`src/rtl/data_mem_pkg.sv`:
```
// -----------------------------------------------------------------------------
// data_mem_pkg
// Shared definitions for the RISC-V data memory controller:
//   - funct3 encodings for loads and stores
//   - controller state encoding
//   - helpers for byte-enable generation, alignment tests, store lane
//     placement and load extension
// No ports (package).
// -----------------------------------------------------------------------------
package data_mem_pkg;

  localparam logic [2:0] F3_B  = 3'b000;
  localparam logic [2:0] F3_H  = 3'b001;
  localparam logic [2:0] F3_W  = 3'b010;
  localparam logic [2:0] F3_BU = 3'b100;
  localparam logic [2:0] F3_HU = 3'b101;

  typedef enum logic [1:0] {
    S_IDLE      = 2'd0,
    S_ACCESS    = 2'd1,
    S_ACCESS_HI = 2'd2,
    S_RESP      = 2'd3
  } state_t;

  // Stores only know B/H/W; loads additionally accept the unsigned forms.
  function automatic logic is_illegal(input logic we, input logic [2:0] f3);
    logic legal;
    legal = (f3 == F3_B) || (f3 == F3_H) || (f3 == F3_W);
    if (!we) legal = legal || (f3 == F3_BU) || (f3 == F3_HU);
    return !legal;
  endfunction

  function automatic logic is_misaligned(input logic [2:0] f3, input logic [1:0] off);
    case (f3)
      F3_H, F3_HU: return off[0];
      F3_W:        return off != 2'b00;
      default:     return 1'b0;
    endcase
  endfunction

  // True when the access reaches past byte 3 of its word into the next word.
  function automatic logic spans_two_words(input logic [2:0] f3, input logic [1:0] off);
    case (f3)
      F3_H, F3_HU: return off == 2'b11;
      F3_W:        return off != 2'b00;
      default:     return 1'b0;
    endcase
  endfunction

  // Byte enables over a pair of words {hi, lo}: bits [3:0] belong to the
  // addressed word, bits [7:4] to the following word.
  function automatic logic [7:0] byte_enables(input logic [2:0] f3, input logic [1:0] off);
    logic [7:0] mask;
    case (f3)
      F3_B, F3_BU: mask = 8'h01;
      F3_H, F3_HU: mask = 8'h03;
      F3_W:        mask = 8'h0F;
      default:     mask = 8'h00;
    endcase
    return mask << off;
  endfunction

  // Move right-aligned store data up to its byte lane within the word pair.
  function automatic logic [63:0] align_store(input logic [31:0] wdata, input logic [1:0] off);
    return {32'h0, wdata} << {off, 3'b000};
  endfunction

  // Pick the addressed bytes out of {hi, lo} and sign/zero extend them.
  function automatic logic [31:0] load_extend(input logic [2:0] f3, input logic [63:0] pair,
                                              input logic [1:0] off);
    logic [63:0] s;
    s = pair >> {off, 3'b000};
    case (f3)
      F3_B:    return {{24{s[7]}}, s[7:0]};
      F3_H:    return {{16{s[15]}}, s[15:0]};
      F3_W:    return s[31:0];
      F3_BU:   return {24'h0, s[7:0]};
      F3_HU:   return {16'h0, s[15:0]};
      default: return 32'h0;
    endcase
  endfunction

endpackage

```
`src/rtl/data_mem_array.sv`:
```
// -----------------------------------------------------------------------------
// data_mem_array
// MEM_SIZE x DATA_WIDTH word RAM, byte-enable synchronous write, combinational
// read from the same address.
// Ports:
//   clk    in  rising-edge clock
//   we     in  write enable
//   be     in  byte enables, one per byte lane
//   addr   in  word index
//   wdata  in  write data (lane aligned)
//   rdata  out read data at addr (combinational)
// -----------------------------------------------------------------------------
module data_mem_array #(
  parameter int DATA_WIDTH = 32,
  parameter int MEM_SIZE   = 64,
  parameter int IDX_W      = $clog2(MEM_SIZE)
) (
  input  logic                    clk,
  input  logic                    we,
  input  logic [DATA_WIDTH/8-1:0] be,
  input  logic [IDX_W-1:0]        addr,
  input  logic [DATA_WIDTH-1:0]   wdata,
  output logic [DATA_WIDTH-1:0]   rdata
);

  localparam int NB = DATA_WIDTH / 8;

  logic [DATA_WIDTH-1:0] mem [MEM_SIZE];

  // NOTE: RAM arrays carry no reset; clearing them would defeat RAM inference
  // and contents must survive a controller reset anyway.
  always_ff @(posedge clk) begin
    if (we) begin
      for (int i = 0; i < NB; i++) begin
        if (be[i]) mem[addr][8*i +: 8] <= wdata[8*i +: 8];
      end
    end
  end

  assign rdata = mem[addr];

endmodule

```
`src/rtl/data_mem_ctrl.sv`:
```
// -----------------------------------------------------------------------------
// data_mem_ctrl
// Handshaked load/store front end for the word-organised data RAM. One request
// at a time, byte/half/word sizing from funct3, configurable access latency,
// error flag for illegal funct3 and misaligned accesses.
//
// Build option: define MISALIGN_SPLIT_EN to perform misaligned accesses that
// cross a word boundary as two word accesses instead of flagging an error.
//
// Ports:
//   clk         in   rising-edge clock
//   reset       in   synchronous active-high reset
//   req_valid   in   request present
//   req_ready   out  request accepted this cycle if req_valid
//   req_we      in   1 = store, 0 = load
//   req_funct3  in   RISC-V load/store funct3
//   req_addr    in   byte address
//   req_wdata   in   right-aligned store data
//   rsp_valid   out  one-cycle response pulse
//   rsp_rdata   out  extended load data; 0 for stores and errors
//   rsp_err     out  illegal or misaligned access (qualified by rsp_valid)
// -----------------------------------------------------------------------------
module data_mem_ctrl
  import data_mem_pkg::*;
#(
  parameter int DATA_WIDTH = 32,
  parameter int ADDR_WIDTH = 32,
  parameter int MEM_SIZE   = 64,
  parameter int RD_LATENCY = 1
) (
  input  logic                  clk,
  input  logic                  reset,
  input  logic                  req_valid,
  output logic                  req_ready,
  input  logic                  req_we,
  input  logic [2:0]            req_funct3,
  input  logic [ADDR_WIDTH-1:0] req_addr,
  input  logic [DATA_WIDTH-1:0] req_wdata,
  output logic                  rsp_valid,
  output logic [DATA_WIDTH-1:0] rsp_rdata,
  output logic                  rsp_err
);

  localparam int IDX_W = $clog2(MEM_SIZE);

`ifdef MISALIGN_SPLIT_EN
  localparam logic SPLIT_EN = 1'b1;
`else
  localparam logic SPLIT_EN = 1'b0;
`endif

  // ---------------------------------------------------------------------------
  // Request decode
  // ---------------------------------------------------------------------------
  logic [1:0]       req_off;
  logic [IDX_W-1:0] req_idx;
  logic             req_illegal;
  logic             req_misaligned;
  logic             req_spans;
  logic             accept;
  logic             unused_addr_bits;

  assign req_off        = req_addr[1:0];
  assign req_idx        = req_addr[IDX_W+1:2];  // upper bits dropped: index wraps
  assign req_illegal    = is_illegal(req_we, req_funct3);
  assign req_misaligned = is_misaligned(req_funct3, req_off);
  assign req_spans      = spans_two_words(req_funct3, req_off);
  assign unused_addr_bits = ^req_addr[ADDR_WIDTH-1:IDX_W+2];

  // ---------------------------------------------------------------------------
  // State and latched request
  // ---------------------------------------------------------------------------
  state_t           state;
  logic [3:0]       cnt;
  logic             r_we;
  logic [2:0]       r_f3;
  logic [1:0]       r_off;
  logic [IDX_W-1:0] r_idx;
  logic [63:0]      r_wdata;
  logic [7:0]       r_be;
  logic             r_err;
  logic             r_split;
  logic [31:0]      lo_word;

  assign req_ready = !reset && (state == S_IDLE || state == S_RESP);
  assign accept    = req_valid && req_ready;

  // ---------------------------------------------------------------------------
  // RAM port
  // ---------------------------------------------------------------------------
  logic                  last_lo;
  logic                  last_hi;
  logic                  in_hi;
  logic                  mem_we;
  logic [IDX_W-1:0]      mem_addr;
  logic [3:0]            mem_be;
  logic [DATA_WIDTH-1:0] mem_wdata;
  logic [DATA_WIDTH-1:0] mem_rdata;

  // The low phase acts one cycle before its counter would reach zero so that
  // the RAM is touched exactly RD_LATENCY cycles after accept. The high phase
  // runs down to zero, adding the turnaround cycle between the two words.
  assign in_hi   = (state == S_ACCESS_HI);
  assign last_lo = (state == S_ACCESS) && (cnt == 4'd1);
  assign last_hi = in_hi && (cnt == 4'd0);

  // Reset gates the write strobe so a store caught mid-access never lands.
  assign mem_we    = !reset && r_we && !r_err && (last_lo || last_hi);
  assign mem_addr  = in_hi ? IDX_W'(r_idx + 1'b1) : r_idx;
  assign mem_be    = in_hi ? r_be[7:4] : r_be[3:0];
  assign mem_wdata = in_hi ? r_wdata[63:32] : r_wdata[31:0];

  data_mem_array #(
    .DATA_WIDTH (DATA_WIDTH),
    .MEM_SIZE   (MEM_SIZE),
    .IDX_W      (IDX_W)
  ) u_array (
    .clk   (clk),
    .we    (mem_we),
    .be    (mem_be),
    .addr  (mem_addr),
    .wdata (mem_wdata),
    .rdata (mem_rdata)
  );

  // ---------------------------------------------------------------------------
  // Control FSM with registered response outputs
  // ---------------------------------------------------------------------------
  // NOTE: every register here is assigned with <= so all of them update
  // together from the values present before the clock edge.
  always_ff @(posedge clk) begin
    if (reset) begin
      state     <= S_IDLE;
      cnt       <= 4'd0;
      rsp_valid <= 1'b0;
      rsp_rdata <= '0;
      rsp_err   <= 1'b0;
      r_we      <= 1'b0;
      r_f3      <= 3'b000;
      r_off     <= 2'b00;
      r_idx     <= '0;
      r_wdata   <= 64'h0;
      r_be      <= 8'h00;
      r_err     <= 1'b0;
      r_split   <= 1'b0;
      lo_word   <= 32'h0;
    end else begin
      rsp_valid <= 1'b0;
      unique case (state)
        S_IDLE, S_RESP: begin
          if (accept) begin
            r_we    <= req_we;
            r_f3    <= req_funct3;
            r_off   <= req_off;
            r_idx   <= req_idx;
            r_wdata <= align_store(req_wdata, req_off);
            r_be    <= byte_enables(req_funct3, req_off);
            // Within-word misaligned halves are handled in one phase when
            // splitting is enabled, so only the split-less build rejects them.
            r_err   <= req_illegal || (req_misaligned && !SPLIT_EN);
            r_split <= SPLIT_EN && !req_illegal && req_spans;
            cnt     <= 4'(RD_LATENCY);
            state   <= S_ACCESS;
          end else begin
            state <= S_IDLE;
          end
        end

        S_ACCESS: begin
          if (last_lo) begin
            if (r_split) begin
              lo_word <= mem_rdata;
              cnt     <= 4'(RD_LATENCY);
              state   <= S_ACCESS_HI;
            end else begin
              rsp_valid <= 1'b1;
              rsp_err   <= r_err;
              rsp_rdata <= (r_err || r_we) ? '0 : load_extend(r_f3, {32'h0, mem_rdata}, r_off);
              state     <= S_RESP;
            end
          end else begin
            cnt <= cnt - 4'd1;
          end
        end

        S_ACCESS_HI: begin
          if (last_hi) begin
            rsp_valid <= 1'b1;
            rsp_err   <= 1'b0;
            rsp_rdata <= r_we ? '0 : load_extend(r_f3, {mem_rdata, lo_word}, r_off);
            state     <= S_RESP;
          end else begin
            cnt <= cnt - 4'd1;
          end
        end
      endcase
    end
  end

endmodule

```
`config.mk`:
```
export PLATFORM = sky130hd
export DESIGN_NAME = data_mem_ctrl
export DESIGN_NICKNAME = d
export VERILOG_FILES = /design/src/rtl/data_mem_pkg.sv /design/src/rtl/data_mem_array.sv /design/src/rtl/data_mem_ctrl.sv
export SDC_FILE = /design/constraint.sdc
export NUM_CORES = 2
export LEC_CHECK = 0
export ABC_AREA = 0
export ABC_CLOCK_PERIOD_IN_PS = 4600
export CORE_UTILIZATION = 56
export DETAILED_ROUTE_END_ITERATION = 7
export PLACE_DENSITY = 0.75
export SETUP_SLACK_MARGIN = 0.1
export SLEW_MARGIN = 20
export SYNTH_ARGS = -nofsm -noshare
export SYNTH_HDL_FRONTEND = slang
export SYNTH_HIERARCHICAL = 1
export SYNTH_SLANG_ARGS = --single-unit
```
`constraint.sdc`:
```
create_clock -name clk -period 4.6 [get_ports clk]
set_input_delay 0.69 -clock clk [delete_from_list [all_inputs] [get_ports clk]]
set_output_delay 0.69 -clock clk [all_outputs]
set_load 0.02 [all_outputs]
```
==> out/qor.txt <==
Number of synthesized flops with an enable pin -> 2048
Final antenna-violating net count -> 0
Switch Pwr -> 0.0196 W
Switching share of power -> 33.7%
Max-cap violations -> 0
Fmax -> 220 MHz
Met2 wire len -> 121 mm
Worst R2R End -> rsp_rdata[13]
Final Power -> 0.0582 W
CTS root buf -> clkbuf_16
Routability-driven placement congestion ratio -> 0.952
Clk_lat worst skew -> 850 ps
Bufs on Longest Clock Path -> 3
HP Start -> reset
Hold_buf cts -> 0
Commonest non-fill, non-tap cell in the layout -> edfxtp_1
Comb pwr share -> 33.1%
Antenna violations before repair -> 9
Worst path cell trace -> inv_2 -> ha_4 -> buf_6 -> xor2_4 -> buf_12 -> buf_12 -> and2_4 -> clkbuf_16 -> a221oi_2 -> nor2_2 -> o21ai_2 -> o211ai_1 -> a211o_4 -> mux4_2 -> o211ai_1 -> buf_4 -> a21oi_1 -> a2111oi_1 -> nor3_1
CP Data Required Time -> 5280 ps
Tot GR Track Use -> 35.1%
DR WL/cell -> 33.0 µm
Clock slew seen by the registers of the worst setup and hold paths -> 70 ps
Drt pass-1 iters -> 8
Slowest CP cell -> mux4_2
Htree depth -> 4
TritonCTS clock tree -> built
Synth Area in Adders -> 0.0886%
Worst-margin pin slew -> 1360 ps
TritonCTS Buffers -> 201
Starting density of the core -> 56.5%
DIE WIDTH -> 391 µm
Core Area -> 150000 µm²
Vias/cell -> 7.01
DRT Wirelength -> 275 mm
WS Path Type -> reg -> reg
I/O Buffers -> 81
Ports -> 106
Worst hold path stage count -> 3
Top sig layer -> met5
Final worst path period share -> 99.0%
Synthesized flop and latch total -> 2164
Skew final -> 35.3 ps
P_int -> 0.0386 W
GR Overflow Total -> 0
Finish-stage setup viols -> 0
Hold Vio Cnt, Final -> 0
Cell Area, Synth -> 84700 µm²
HPWL after DPL -> 177 mm
Slowest stage delay, CP -> 490 ps
Final Non-Filler Cells -> 8330
Largest family of logic cells by synthesized area -> compound AO/OA/AOI/OAI gates
Die area -> 153000 µm²
Synth Area per Inst -> 15.7 µm²
Hold EP -> r_we
Cell count after placement -> 7904
First DRT Iteration DRCs -> 9990
P_leak -> 33.9 nW
Simple-gate share of the synthesized area -> 5.37%
Outcome -> complete, no violations
Synth Area in Compound Gates -> 12.5%
Share of flip-flops with an asynchronous set or reset -> 0%
Min Tclk post-route -> 4550 ps
Startpoint Class -> flip-flop
Largest net degree at the start of global routing -> 107
Pwr Density -> 573 nW/µm²
Worst hold-check path type -> in -> reg
Floorplan row count -> 142
Reg-to-Reg Start -> state[0]
Syn nets -> 5457
Max Fanout on Critical Path -> 12
Unrepaired setup endpoints after global routing -> true
Number of global-route vias before repair -> 55900
Synth Area in XOR/XNOR -> 0.0517%
VDD IR max -> 0.625 mV
Reg power frac -> 38.7%
DR vias -> 58400
R2R depth -> 19
Worst setup margin -> 46.0 ps
Number of library cell types mapped by synthesis -> 74
Most frequent cells in the layout -> edfxtp_1, buf_4, nor2_1
Clock network power share -> 28.2%
Fin. max-slew vios -> 0
Multiplexer share of the synthesized area -> 4.31%
Crit. End Element -> flip-flop
Met1 wire length -> 92.1 mm
Drt drc -> 0
Share of post-route cells with drive strength above 1 -> 23.9%
Worst R2R Setup Slack -> 50 ps
Layout Nets -> 6214
Synth warn -> 6
Die Y -> 391 µm
Sink Count -> 2164
Rel. slew slack -> 8.79%
Primary FF master, synth -> edfxtp_1
Worst Path Arrival -> 5240 ps
First-pass GRT wire length -> 385 mm
Area Growth Syn to Fin -> 19.9%
Fraction of the yosys area taken by sequential cells -> 75.3%
Pre-CTS setup slack -> -464 ps
Mapped Cells -> 5380
Wire length on met3 -> 41.8 mm
-- kinds of logic after synthesis --
family,after synthesis
simple gates,1043
buf+inv,451
fa+ha+maj,6
mux,296
flops,2164
xor+xnor,5
compound gates,1415
-- cells in the mapped netlist (15+ instances only) --
cell / n / area, µm²
nand3_1: 58 / 290
mux4_2: 43 / 968
mux2i_1: 132 / 1320
nor3_1: 85 / 425
nor2_1: 595 / 2230
mux2_2: 121 / 1360
clkbuf_1: 216 / 811
buf_4: 16 / 120
o32ai_1: 17 / 149
o21ai_1: 22 / 110
o221ai_1: 20 / 175
nand2b_1: 16 / 100
o22ai_1: 144 / 901
nor2b_1: 21 / 131
o21ai_0: 127 / 636
a221oi_1: 501 / 4390
o211ai_1: 19 / 143
nand2_1: 168 / 631
buf_1: 63 / 236
a211o_1: 20 / 175
buf_2: 131 / 656
nand4_1: 19 / 119
a21oi_1: 138 / 691
edfxtp_1: 2048 / 61500
dfxtp_1: 116 / 2320
a22o_1: 15 / 131
a22oi_1: 309 / 2320
-- worst max-delay path by stage --
stage,depth (start not counted),slack (ps),startpoint,end
6_report,19,50,state[0],rsp_rdata[13]
5_1_grt,21,-60,state[0],rsp_rdata[12]
2_1_floorplan,21,110,state[0],rsp_rdata[10]
4_1_cts,21,70,state[0],rsp_rdata[12]
3_3_place_gp,19,-380,state[0],rsp_rdata[12]
3_5_place_dp,19,-460,state[0],rsp_rdata[12]
-- power groups by stage --
stage / combinational, W / sequential, W / clock, W
2_1_floorplan: 0.00845 / 0.0230 / 0
3_3_place_gp: 0.0171 / 0.0229 / 0
3_5_place_dp: 0.0174 / 0.0229 / 0
4_1_cts: 0.0178 / 0.0225 / 0.0164
5_1_grt: 0.0196 / 0.0225 / 0.0172
6_report: 0.0192 / 0.0225 / 0.0164
-- sequential cells by signal (all words and copies together), names as in the netlist --
name	flops
cnt	4
r_be	7
r_err	1
r_f3	3
r_idx	6
r_off	2
r_wdata	56
r_we	1
rsp_err	1
rsp_rdata	32
rsp_valid	1
state	2
u_array/mem	2048
-- worst max-delay path: cells and delay by family, from the launching register on --
family          cells  cell delay (ps)
compound gates      7             1830
buf+inv             6              900
simple gates        3              480
flops               1              340
xor+xnor            1              150
fa+ha+maj           1              200
mux                 1              490
-- what timing repair did --
item                       4_1_cts  5_1_grt
pin swaps                       13       27
cloned                           1        8
buffers inserted                 6       31
resized for setup               49      111
setup endpoints to repair       31       31
-- layout make-up --
type	instances	area (µm²)
Sequential cell	2164	63800
Fill cell	9548	48400
Multi-Input combinational cell	2766	19800
Timing Repair Buffer	993	8970
Clock buffer	253	5340
Tap cell	2016	2520
Clock inverter	114	1050
Inverter	11	53.8
Antenna cell	13	32.5
-- stage by stage --
step | hold WS, ps | util [%] | TNS [ps] | area (µm²)
6_report | 212 | 67.7 | 0 | 102000
5_1_grt | 229 | 67.7 | -99.3 | 102000
4_1_cts | 168 | 67.0 | 0 | 101000
3_5_place_dp | 445 | 62.6 | -5110 | 93800
3_3_place_gp | 435 | 62.5 | -3530 | 93800
2_1_floorplan | 427 | - | 0 | 84700
-- routing by layer --
layer / global-route usage [%] / vias up
li1: - / 23400
met3: 10.4 / 1002
met5: 0 / -
met2: 52.3 / 5300
met1: 45.4 / 28700
met4: 21.5 / 4
Power figures use the tool's default switching activity.
